--- src/rtl/mem_lsu_pkg.sv ---
`default_nettype none
// ============================================================================
//  Module  : mem_lsu_pkg
//  Brief   : Shared opcodes, NOP constants, FSM state codes and the op
//            decoder used by the MEM-stage load/store unit.
//  Revision: 1.0 - initial release
// ============================================================================
package mem_lsu_pkg;

  // Memory-access operation codes carried on ex_aluop
  localparam logic [7:0] EXE_NOP_OP = 8'b00000000;
  localparam logic [7:0] EXE_ADD_OP = 8'b00100000;
  localparam logic [7:0] EXE_LB_OP  = 8'b11100000;
  localparam logic [7:0] EXE_LH_OP  = 8'b11100001;
  localparam logic [7:0] EXE_LW_OP  = 8'b11100011;
  localparam logic [7:0] EXE_LBU_OP = 8'b11100100;
  localparam logic [7:0] EXE_LHU_OP = 8'b11100101;
  localparam logic [7:0] EXE_SB_OP  = 8'b11101000;
  localparam logic [7:0] EXE_SH_OP  = 8'b11101001;
  localparam logic [7:0] EXE_SW_OP  = 8'b11101011;

  localparam logic [4:0]  NOP_REG_ADDR = 5'b00000;
  localparam logic [31:0] ZERO_WORD    = 32'h0000_0000;

  typedef enum logic [2:0] {
    ST_IDLE     = 3'd0,
    ST_BUSY     = 3'd1,
    ST_DONE     = 3'd2,
    ST_DONE_ERR = 3'd3,
    ST_DRAIN    = 3'd4
  } lsu_state_e;

  typedef enum logic [1:0] {
    SZ_BYTE = 2'd0,
    SZ_HALF = 2'd1,
    SZ_WORD = 2'd2
  } acc_size_e;

  typedef struct packed {
    logic      is_mem;
    logic      is_load;
    logic      is_signed;
    acc_size_e size;
  } op_info_t;

  // Classify an aluop into access kind, direction, size and signedness
  function automatic op_info_t decode_op(input logic [7:0] op);
    op_info_t r;
    r.is_mem    = 1'b1;
    r.is_load   = 1'b1;
    r.is_signed = 1'b0;
    r.size      = SZ_WORD;
    case (op)
      EXE_LB_OP:  begin r.size = SZ_BYTE; r.is_signed = 1'b1; end
      EXE_LBU_OP: r.size = SZ_BYTE;
      EXE_LH_OP:  begin r.size = SZ_HALF; r.is_signed = 1'b1; end
      EXE_LHU_OP: r.size = SZ_HALF;
      EXE_LW_OP:  r.size = SZ_WORD;
      EXE_SB_OP:  begin r.size = SZ_BYTE; r.is_load = 1'b0; end
      EXE_SH_OP:  begin r.size = SZ_HALF; r.is_load = 1'b0; end
      EXE_SW_OP:  r.is_load = 1'b0;
      default:    begin r.is_mem = 1'b0; r.is_load = 1'b0; end
    endcase
    return r;
  endfunction

endpackage
`default_nettype wire

--- src/rtl/mem_lsu_align.sv ---
`default_nettype none
// ============================================================================
//  Module  : mem_lsu_align
//  Brief   : Combinational lane logic: byte enables, store-data replication,
//            load extraction/extension and misalignment detection.
//            Lanes are big-endian: addr[1:0]=00 is bits [31:24].
//  Revision: 1.0 - initial release
// ============================================================================
module mem_lsu_align
  import mem_lsu_pkg::*;
(
  input  logic [7:0]  aluop_i,
  input  logic [1:0]  addr_lo_i,
  input  logic [31:0] reg2_i,
  input  logic [31:0] rdata_i,
  output logic        is_mem_o,
  output logic        is_load_o,
  output logic        addr_err_o,
  output logic [3:0]  sel_o,
  output logic [31:0] wdata_o,
  output logic [31:0] ldata_o
);

  op_info_t    info;
  logic [7:0]  lane_b;
  logic [15:0] lane_h;

  assign info      = decode_op(aluop_i);
  assign is_mem_o  = info.is_mem;
  assign is_load_o = info.is_load;

  // Halfwords need bit 0 clear, words need both low bits clear
  assign addr_err_o = info.is_mem &&
                      (((info.size == SZ_HALF) && addr_lo_i[0]) ||
                       ((info.size == SZ_WORD) && (addr_lo_i != 2'b00)));

  // Byte-lane enables from access size and low address bits
  always_comb begin
    sel_o = 4'b0000;
    if (info.is_mem) begin
      case (info.size)
        SZ_BYTE: begin
          case (addr_lo_i)
            2'b00:   sel_o = 4'b1000;
            2'b01:   sel_o = 4'b0100;
            2'b10:   sel_o = 4'b0010;
            default: sel_o = 4'b0001;
          endcase
        end
        SZ_HALF: sel_o = addr_lo_i[1] ? 4'b0011 : 4'b1100;
        default: sel_o = 4'b1111;
      endcase
    end
  end

  // Store data is replicated so every enabled lane carries the operand
  always_comb begin
    wdata_o = ZERO_WORD;
    if (info.is_mem && !info.is_load) begin
      case (info.size)
        SZ_BYTE: wdata_o = {4{reg2_i[7:0]}};
        SZ_HALF: wdata_o = {2{reg2_i[15:0]}};
        default: wdata_o = reg2_i;
      endcase
    end
  end

  // Pick the addressed lane out of the captured read word
  always_comb begin
    case (addr_lo_i)
      2'b00:   lane_b = rdata_i[31:24];
      2'b01:   lane_b = rdata_i[23:16];
      2'b10:   lane_b = rdata_i[15:8];
      default: lane_b = rdata_i[7:0];
    endcase
    lane_h = addr_lo_i[1] ? rdata_i[15:0] : rdata_i[31:16];
  end

  // Sign- or zero-extend sub-word loads; whole words pass unchanged
  always_comb begin
    ldata_o = rdata_i;
    if (info.is_load) begin
      case (info.size)
        SZ_BYTE: ldata_o = {{24{info.is_signed & lane_b[7]}}, lane_b};
        SZ_HALF: ldata_o = {{16{info.is_signed & lane_h[15]}}, lane_h};
        default: ldata_o = rdata_i;
      endcase
    end
  end

endmodule
`default_nettype wire

--- src/rtl/mem_lsu.sv ---
`default_nettype none
// ============================================================================
//  Module  : mem_lsu
//  Brief   : MEM-stage load/store unit. Non-memory ops pass straight to
//            mem_wb; loads/stores run one req/ack data-bus transaction and
//            hold the pipeline via stallreq until it completes, aborts on
//            timeout, or drains after a flush.
//  Revision: 1.0 - initial release
// ============================================================================
module mem_lsu
  import mem_lsu_pkg::*;
#(
  parameter int BUS_TIMEOUT = 255
)(
  input  logic        clk,
  input  logic        rst,
  input  logic [4:0]  ex_wd_i,
  input  logic        ex_wreg_i,
  input  logic [31:0] ex_wdata_i,
  input  logic        ex_whilo_i,
  input  logic [31:0] ex_hi_i,
  input  logic [31:0] ex_lo_i,
  input  logic [7:0]  ex_aluop_i,
  input  logic [31:0] ex_mem_addr_i,
  input  logic [31:0] ex_reg2_i,
  input  logic        mem_stall_i,
  input  logic        mem_flush_i,
  input  logic [31:0] dbus_rdata_i,
  input  logic        dbus_ack_i,
  output logic [4:0]  mem_wd_o,
  output logic        mem_wreg_o,
  output logic [31:0] mem_wdata_o,
  output logic        mem_whilo_o,
  output logic [31:0] mem_hi_o,
  output logic [31:0] mem_lo_o,
  output logic        dbus_req_o,
  output logic        dbus_we_o,
  output logic [31:0] dbus_addr_o,
  output logic [3:0]  dbus_sel_o,
  output logic [31:0] dbus_wdata_o,
  output logic        stallreq_o,
  output logic        addr_err_o,
  output logic        bus_err_o
);

  // Counter only needs to reach BUS_TIMEOUT-1; zero disables the abort
  localparam int              CNT_W      = (BUS_TIMEOUT > 1) ? $clog2(BUS_TIMEOUT) : 1;
  localparam bit              TIMEOUT_EN = (BUS_TIMEOUT > 0);
  localparam logic [CNT_W-1:0] CNT_LAST  = CNT_W'((BUS_TIMEOUT > 0) ? (BUS_TIMEOUT - 1) : 0);

  lsu_state_e       state_q;
  logic [CNT_W-1:0] cnt_q;
  logic [31:0]      rdata_q;
  logic             req_q;
  logic             bus_err_q;
  logic             we_q;
  logic [31:0]      addr_q;
  logic [3:0]       sel_q;
  logic [31:0]      wdata_q;

  logic             is_mem;
  logic             is_load;
  logic             mis_al;
  logic [3:0]       lane_sel;
  logic [31:0]      st_data;
  logic [31:0]      ld_data;
  logic             start;

  mem_lsu_align u_align (
    .aluop_i    (ex_aluop_i),
    .addr_lo_i  (ex_mem_addr_i[1:0]),
    .reg2_i     (ex_reg2_i),
    .rdata_i    (rdata_q),
    .is_mem_o   (is_mem),
    .is_load_o  (is_load),
    .addr_err_o (mis_al),
    .sel_o      (lane_sel),
    .wdata_o    (st_data),
    .ldata_o    (ld_data)
  );

  assign start = is_mem && !mis_al && !mem_flush_i;

  // Transaction FSM; bus controls are captured at launch so a flush that
  // changes ex_* cannot disturb a request still in flight
  always_ff @(posedge clk) begin
    if (rst) begin
      state_q   <= ST_IDLE;
      cnt_q     <= '0;
      rdata_q   <= ZERO_WORD;
      req_q     <= 1'b0;
      bus_err_q <= 1'b0;
      we_q      <= 1'b0;
      addr_q    <= ZERO_WORD;
      sel_q     <= 4'b0000;
      wdata_q   <= ZERO_WORD;
    end else begin
      bus_err_q <= 1'b0;
      case (state_q)
        ST_IDLE: begin
          if (start) begin
            state_q <= ST_BUSY;
            req_q   <= 1'b1;
            cnt_q   <= '0;
            we_q    <= !is_load;
            addr_q  <= {ex_mem_addr_i[31:2], 2'b00};
            sel_q   <= lane_sel;
            wdata_q <= st_data;
          end
        end
        ST_BUSY: begin
          cnt_q <= cnt_q + 1'b1;
          if (dbus_ack_i) begin
            req_q <= 1'b0;
            if (mem_flush_i) begin
              state_q <= ST_IDLE;
            end else begin
              rdata_q <= dbus_rdata_i;
              state_q <= ST_DONE;
            end
          end else if (mem_flush_i) begin
            state_q <= ST_DRAIN;
          end else if (TIMEOUT_EN && (cnt_q == CNT_LAST)) begin
            req_q     <= 1'b0;
            bus_err_q <= 1'b1;
            state_q   <= ST_DONE_ERR;
          end
        end
        ST_DONE, ST_DONE_ERR: begin
          if (!mem_stall_i || mem_flush_i) state_q <= ST_IDLE;
        end
        ST_DRAIN: begin
          if (dbus_ack_i) begin
            req_q   <= 1'b0;
            state_q <= ST_IDLE;
          end
        end
        default: begin
          state_q <= ST_IDLE;
          req_q   <= 1'b0;
        end
      endcase
    end
  end

  // Stall while a request is being launched, in flight, or draining
  always_comb begin
    stallreq_o = 1'b0;
    if (!rst) begin
      case (state_q)
        ST_IDLE:  stallreq_o = start;
        ST_BUSY:  stallreq_o = 1'b1;
        ST_DRAIN: stallreq_o = 1'b1;
        default:  stallreq_o = 1'b0;
      endcase
    end
  end

  // Result to mem_wb: passthrough for ALU ops, load data on completion
  always_comb begin
    mem_wd_o    = ex_wd_i;
    mem_wreg_o  = ex_wreg_i;
    mem_wdata_o = ex_wdata_i;
    mem_whilo_o = ex_whilo_i;
    mem_hi_o    = ex_hi_i;
    mem_lo_o    = ex_lo_i;
    if (rst) begin
      mem_wd_o    = NOP_REG_ADDR;
      mem_wreg_o  = 1'b0;
      mem_wdata_o = ZERO_WORD;
      mem_whilo_o = 1'b0;
      mem_hi_o    = ZERO_WORD;
      mem_lo_o    = ZERO_WORD;
    end else begin
      case (state_q)
        ST_IDLE: begin
          if (is_mem) mem_wreg_o = 1'b0;
        end
        ST_DONE: begin
          mem_wreg_o  = ex_wreg_i & is_load;
          mem_wdata_o = ld_data;
        end
        ST_DONE_ERR: begin
          mem_wreg_o  = 1'b0;
          mem_wdata_o = ZERO_WORD;
        end
        default: begin
          mem_wreg_o  = 1'b0;
          mem_whilo_o = 1'b0;
        end
      endcase
    end
  end

  assign addr_err_o   = !rst && mis_al;
  assign dbus_req_o   = req_q;
  assign dbus_we_o    = we_q;
  assign dbus_addr_o  = addr_q;
  assign dbus_sel_o   = sel_q;
  assign dbus_wdata_o = wdata_q;
  assign bus_err_o    = bus_err_q;

endmodule
`default_nettype wire

--- config.mk ---
export PLATFORM = sky130hd
export DESIGN_NAME = mem_lsu
export DESIGN_NICKNAME = d
export VERILOG_FILES = /design/src/rtl/mem_lsu_pkg.sv /design/src/rtl/mem_lsu_align.sv /design/src/rtl/mem_lsu.sv
export SDC_FILE = /design/constraint.sdc
export NUM_CORES = 1
export LEC_CHECK = 0
export ABC_CLOCK_PERIOD_IN_PS = 2300
export BUFFER_PORTS_ARGS = -buffer_cell sky130_fd_sc_hd__buf_4
export CAP_MARGIN = 20
export CORE_AREA = 2 2 153 155
export CTS_BUF_LIST = sky130_fd_sc_hd__clkbuf_8
export DETAILED_ROUTE_END_ITERATION = 8
export DIE_AREA = 0 0 155 157
export PLACE_DENSITY = 0.6
export SETUP_SLACK_MARGIN = 0.15
export SYNTH_ARGS = -nofsm -noshare
export SYNTH_HDL_FRONTEND = slang
export SYNTH_SLANG_ARGS = --single-unit
export TNS_END_PERCENT = 100
--- constraint.sdc ---
create_clock -name clk -period 2.3 [get_ports clk]
set_input_delay 0.23 -clock clk [delete_from_list [all_inputs] [get_ports clk]]
set_output_delay 0.23 -clock clk [all_outputs]
set_load 0.02 [all_outputs]
==> results of run 1 <==
## cell type report
cell class,count,area share [%]
clock buffer,9,1.206
clock inverter,6,0.5240
inverter,7,0.2559
multi-input combinational,652,40.08
sequential,112,21.94
tap,285,3.473
timing repair buffer,425,32.53
## repair_timing
item                                    in CTS  in global routing
setup buffers                                3                  0
endpoints found under the setup margin      32                 33
pin swaps                                    5                 17
hold endpoints to repair                     0                  0
gates resized for setup                     26                 30
gates cloned                                 0                  0
## layout by cell type (no fill, tap or decap), drive strengths merged, types with 3 or more instances in the layout
cell      synthesis  layout
buf              18     425
nand2           184     184
dfxtp           112     112
a21oi           104     104
nor2b            74      74
mux2i            47      47
o31ai            32      32
nand4            31      31
mux2             21      21
nand3            17      17
a22oi            17      17
a21o             16      16
o21ai            11      11
nor3             11      11
o211ai           10      10
nor2             10      10
a31oi             9       9
clkbuf           69       9
inv               7       9
o22ai             8       8
a311oi            5       5
o311ai            5       5
nand3b            3       3
clkinvlp          0       3
or3               3       3
## stage by stage
stage	power (mW)	instances	hold slack (ps)	cell area, um^2
after floorplan	2.372	858	306.1	6583
after global placement	2.890	1478	442.0	9843
after detailed placement	2.887	1478	447.5	9843
after CTS	4.079	1496	31.33	10130
after global routing	4.206	1496	37.60	10270
final	4.026	1496	60.76	10270
## path summary, 6_finish.rpt
| path | start | to | slack [ps] | depth (start not counted) |
|---|---|---|---|---|
| setup / recovery | rdata_q[15] | mem_wdata_o[8] | 60 | 8 |
| hold / removal | dbus_ack_i | state_q[2] | 60 | 2 |
| setup reg to reg | state_q[0] | rdata_q[9] | 350 | 6 |
| hold reg to reg | dbus_wdata_o[9] | dbus_wdata_o[9] | 460 | 2 |
## critical path, cell delays in order, from the launching register on
cell and delay, ps:
dfxtp_2 350, mux2_4 280, a22oi_2 230, buf_4 170
nor3_4 40, buf_6 140, a21oi_2 130, o22ai_2 110
buf_6 160
## power breakdown
part / switching, mW / internal [mW] / total [mW]
sequential: 0.00333 / 1.94 / 1.94
combinational: 0.447 / 0.465 / 0.912
clock: 0.763 / 0.406 / 1.17
## flip-flops by register name, summed over array words and instances (netlist names)
signal        flops
dbus_req_o        1
dbus_sel_o        4
dbus_wdata_o     32
rdata_q          32
bus_err_o         1
state_q           3
dbus_addr_o      30
dbus_we_o         1
cnt_q             8
## metal layers
metal  track usage [%]  up-vias
li1                  -     3725
met1             28.75     3526
met2             33.86      265
met3             4.268       23
met4             4.718        0
met5                 0        -
## cells by family (layout without fill, tap and decap cells)
| kind of cell | count (synthesis) | in the layout | synth area share [%] |
|---|---|---|---|
| AOI/OAI and AO/OA | 227 | 227 | 21.84 |
| muxes | 68 | 68 | 10.81 |
| xor gates and xnor gates | 1 | 1 | 0.1339 |
| and+or+nand+nor | 352 | 352 | 26.40 |
| DFF | 112 | 112 | 34.28 |
| adders and majority gates | 2 | 2 | 0.3825 |
| other | 1 | 2 | 0.05733 |
| buffers and inverters | 94 | 447 | 6.102 |
==> flow_metrics.env, run 1 <==
export IMPL_status="finished, final reports clean"
export IMPL_ctsRootBufferMaster="clkbuf_8"
export IMPL_min_path_type="in -> reg"
export IMPL_rsz0062_at_grt="true"
export IMPL_arrival_ps=2010
export IMPL_clock_sinks=112
export IMPL_critPathMaxFanout=7
export IMPL_nNetsFinal=1421
export IMPL_grt_usage_pct=20.94
export IMPL_synthFlopType="dfxtp_1"
export IMPL_first_iter_violations=499
export IMPL_relSlewSlack_pct=60.76
export IMPL_routedWlPerCell_um=18.24
export IMPL_diodes=0
export IMPL_period_share_pct=97.18
export IMPL_period_needed_ps=2235
export IMPL_h_tree_depth=3
export IMPL_synth_area_um2=6541
export IMPL_grt_max_degree=109
export IMPL_worst_skew_pair_late_latency_ps=400
export IMPL_ioPinCount=388
export IMPL_place_ws_ps=18.52
export IMPL_wl_met3_mm=1.718
export IMPL_numCtsBuffers=9
export IMPL_grt_pass1_vias=7046
export IMPL_cts_clk_slew_worst_paths_ps=120
export IMPL_cts_max_path_buffers=2
export IMPL_die_y_um=157
export IMPL_syn_instance_count=857
export IMPL_route_vias_total=7539
export IMPL_die_area_um2=24340
export IMPL_p_per_area_nw_per_um2=392.1
export IMPL_crit_type="reg -> out"
export IMPL_grt_pass1_wl_mm=40.37
export IMPL_yosys_area_top_type="dfxtp_1"
export IMPL_grt_overflow=0
export IMPL_finalWorstSetupSlack_ps=64.84
export IMPL_antenna_found_initial=0
export IMPL_ir_drop_uv=292.8
export IMPL_hpwl_mm=19.96
export IMPL_seq_area_frac_synth_pct=34.28
export IMPL_leakagePower_nw=4.132
export IMPL_top_layer_used="met4"
export IMPL_tightestPinTransition_ps=588.6
export IMPL_cts_hold_buf=0
export IMPL_finClkSkew_ps=12.39
export IMPL_core_um2=22500
export IMPL_seqCellArea_um2=2252
export IMPL_synth_top_cells_by_count="184 x nand2_1, 112 x dfxtp_1, 103 x a21oi_1"
export IMPL_synth_edf_count=0
export IMPL_initial_core_util_pct=29.07
export IMPL_netlist_area_leader_share_pct=34.28
export IMPL_rows=55
export IMPL_ys_types=54
export IMPL_async_reset_ff_share_pct=0
export IMPL_setup_viol=0
export IMPL_required_ps=2070
export IMPL_place_congestion=0.8201
export IMPL_utilization_pct=45.63
export IMPL_die_w_um=155
export IMPL_ys_ff_latch=112
export IMPL_drt_met1_wl_mm=12.05
export IMPL_drive_gt1_share_pct=42.36
export IMPL_met2_length_mm=13.15
export IMPL_drv_slew=0
export IMPL_synth_warning_count=0
export IMPL_cp_start_kind="flop"
export IMPL_port_buffers=385
export IMPL_maxCapViolations=0
export IMPL_post_drt_via_cell_ratio=5.039
export IMPL_cts_tree="done"
export IMPL_dr_pass1_iters=8
export IMPL_hold_violations=0
export IMPL_antenna_left=0
export IMPL_syn_area_per_cell_um2=7.633
export IMPL_wirelength_mm=27.29
export IMPL_drc=0
export IMPL_multi_input_area_um2=4115
export IMPL_synthTopCellsByArea="dfxtp_1 34%, nand2_1 11%, a21oi_1 7.9%"
export IMPL_fin_tns_setup_ps=0
export IMPL_area_growth_syn_to_layout_pct=56.96
export IMPL_endpoint_kind="output pin"
export IMPL_max_freq_mhz=447.4
export IMPL_yosysMostFrequentCell="nand2_1"
export IMPL_fillers=2272
No activity file was read; power rests on OpenSTA's default activity.
==> inputs of run 2 (changes only) <==
--- a/config.mk
+++ b/config.mk
@@ -8,11 +8,13 @@
 export ABC_CLOCK_PERIOD_IN_PS = 2300
 export BUFFER_PORTS_ARGS = -buffer_cell sky130_fd_sc_hd__buf_4
 export CAP_MARGIN = 20
-export CORE_AREA = 2 2 153 155
+export CELL_PAD_IN_SITES_DETAIL_PLACEMENT = 0
+export CELL_PAD_IN_SITES_GLOBAL_PLACEMENT = 1
+export CORE_AREA = 2 2 149 151
 export CTS_BUF_LIST = sky130_fd_sc_hd__clkbuf_8
 export DETAILED_ROUTE_END_ITERATION = 8
-export DIE_AREA = 0 0 155 157
-export PLACE_DENSITY = 0.6
+export DIE_AREA = 0 0 151 153
+export PLACE_DENSITY = 0.85
 export SETUP_SLACK_MARGIN = 0.15
 export SYNTH_ARGS = -nofsm -noshare
 export SYNTH_HDL_FRONTEND = slang
==> run 2 against run 1 <==
Net effect:
- maximum frequency shrank 0.80%
- sequential share of layout area decreased by 0.35 points
- highest routed layer unchanged
- core utilization increased by 2.9 points
- register-to-register slack got worse by 80 ps
- setup slack worse by 18 ps
- die area decreased by 5.1%
- final cell count is 0.87% higher
- cell area up 1.6%
- critical endpoint is now mem_wdata_o[31]
==> flow_metrics.env, run 2 (synthesized netlist as in run 1, its figures left out) <==
export IMPL_dr_pass1_iters=5
export IMPL_nNetsFinal=1439
export IMPL_final_cell_mix="423 x buf_4, 181 x nand2_1, 106 x dfxtp_1"
export IMPL_h_tree_depth=3
export IMPL_setup_viol=0
export IMPL_endpoint_kind="output pin"
export IMPL_die_w_um=151
export IMPL_period_share_pct=97.96
export IMPL_p_comb_share_pct=22.7
export IMPL_min_path_type="in -> reg"
export IMPL_die_y_um=153
export IMPL_path_common_cell="buf_4"
export IMPL_cp_slowest_stage_delay_ps=370
export IMPL_core_um2=21490
export IMPL_numCtsBuffers=9
export IMPL_drc=0
export IMPL_arrival_ps=2020
export IMPL_ir_drop_uv=295.4
export IMPL_rows=54
export IMPL_route_vias_total=7662
export IMPL_utilization_pct=48.57
export IMPL_ctsRootBufferMaster="clkbuf_8"
export IMPL_p_int_mw=2.922
export IMPL_grt_pass1_wl_mm=41.17
export IMPL_tightestPinTransition_ps=631.3
export IMPL_grt_max_degree=117
export IMPL_port_buffers=385
export IMPL_die_area_um2=23100
export IMPL_grt_overflow=0
export IMPL_drv_slew=0
export IMPL_crit_cells=7
export IMPL_worstPathCellList="mux2_4 -> a22oi_2 -> buf_4 -> a211o_4 -> a21o_1 -> a21oi_2 -> buf_4"
export IMPL_grt_usage_pct=22.72
export IMPL_post_drt_via_cell_ratio=5.078
export IMPL_dp_cells=1483
export IMPL_p_sw_mw=1.211
export IMPL_area_growth_syn_to_layout_pct=59.53
export IMPL_cts_max_path_buffers=2
export IMPL_crit_type="reg -> out"
export IMPL_cts_tree="done"
export IMPL_wirelength_mm=27.66
export IMPL_required_ps=2070
export IMPL_initial_core_util_pct=30.44
export IMPL_reg2reg_depth=7
export IMPL_seqPwrFrac_pct=47.0
export IMPL_endpoint="mem_wdata_o[31]"
export IMPL_finClkSkew_ps=8.754
export IMPL_hpwl_mm=20.57
export IMPL_cts_hold_buf=0
export IMPL_reg2reg_to="rdata_q[23]"
export IMPL_status="finished, final reports clean"
export IMPL_hold_violations=0
export IMPL_routedWlPerCell_um=18.33
export IMPL_top_layer_used="met4"
export IMPL_diodes=0
export IMPL_first_iter_violations=559
export IMPL_crit_slowest_cell="dfxtp_2"
export IMPL_cp_start_kind="flop"
export IMPL_fin_cells=1509
export IMPL_drive_gt1_share_pct=43.53
export IMPL_period_needed_ps=2253
export IMPL_place_congestion=0.8618
export IMPL_layout_cells_most_common="buf_4"
export IMPL_maxCapViolations=0
export IMPL_met2_length_mm=13.05
export IMPL_startpoint="rdata_q[15]"
export IMPL_max_freq_mhz=443.8
export IMPL_cts_clk_slew_worst_paths_ps=120
export IMPL_clock_sinks=112
export IMPL_r2r_slack_ps=270
export IMPL_fin_tns_setup_ps=0
export IMPL_critPathMaxFanout=8
export IMPL_clockPowerShare_pct=30.2
export IMPL_antenna_found_initial=0
export IMPL_ioPinCount=388
export IMPL_worst_path_buf_inv=2
export IMPL_p_sw_share_pct=29.30
export IMPL_drt_met1_wl_mm=12.11
export IMPL_leakagePower_nw=4.226
export IMPL_rsz0062_at_grt="true"
export IMPL_grt_pass1_vias=7211
export IMPL_r2r_start="state_q[2]"
export IMPL_wl_met3_mm=1.841
export IMPL_p_per_area_nw_per_um2=396.1
export IMPL_worst_skew_pair_late_latency_ps=390
export IMPL_antenna_left=0
export IMPL_relSlewSlack_pct=57.47
export IMPL_path_delay_family="compound AO/OA/AOI/OAI gates"
[run 2: cell count changes in the layout (fill, tap and decap cells not counted), sizes merged]
cell,delta
a211o,+1
buf,+17
bufinv,+1
clkinvlp,-1
[run 2: worst min-delay path by stage]
stage	startpoint	slack [ps]	endpoint	depth (start not counted)
after floorplan	dbus_ack_i	310	state_q[2]	1
after global placement	dbus_wdata_o[13]	440	dbus_wdata_o[13]	2
after detailed placement	dbus_wdata_o[12]	450	dbus_wdata_o[12]	2
after CTS	dbus_ack_i	40	state_q[2]	2
after global routing	dbus_ack_i	30	state_q[2]	2
final	dbus_ack_i	60	state_q[2]	2
[run 2: area by class of cell]
type                       instances  area [um^2]
timing repair buffer             442         3446
fill                            2150        11050
clock inverter                     6        67.56
tap                              280        350.3
inverter                           7        26.28
multi-input combinational        653         4169
sequential                       112         2252
clock buffer                       9        123.9
[run 2: power groups by stage]
stage	Clock, mW	Combinational, mW	Sequential [mW]
floorplan	0	0.382	1.99
global placement	0	0.910	1.99
detailed placement	0	0.911	1.99
CTS	1.29	0.925	1.95
global route	1.36	0.995	1.95
finish	1.25	0.940	1.94
[run 2: worst reg2reg max path, stage by stage, from the launching register on]
cell	delay (ps)
dfxtp_2	350
buf_4	160
or3b_2	630
nor2_1	180
and2_1	190
buf_12	200
nand2_1	80
a21oi_1	160
[run 2: through the flow]
| step | area (um^2) | total power [mW] | setup slack (ps) | hold slack [ps] |
|---|---|---|---|---|
| floorplan | 6583 | 2.372 | 214.3 | 306.1 |
| global placement | 9887 | 2.899 | 53.30 | 443.2 |
| detailed placement | 9887 | 2.901 | 23.29 | 447.1 |
| CTS | 10260 | 4.165 | 46.42 | 37.08 |
| global route | 10440 | 4.302 | -52.30 | 31.88 |
| finish | 10440 | 4.133 | 46.85 | 63.31 |
[run 2: what timing repair did]
item	CTS	global route
resized for setup	37	29
setup endpoints to repair	32	33
pin swaps	17	16
gates cloned	1	0
setup buffers	4	6
[run 2: routing by layer]
metal | up-vias | GRT usage [%]
li1 | 3767 | -
met1 | 3562 | 31.18
met2 | 298 | 35.67
met3 | 35 | 5.343
met4 | 0 | 6.097
met5 | - | 0
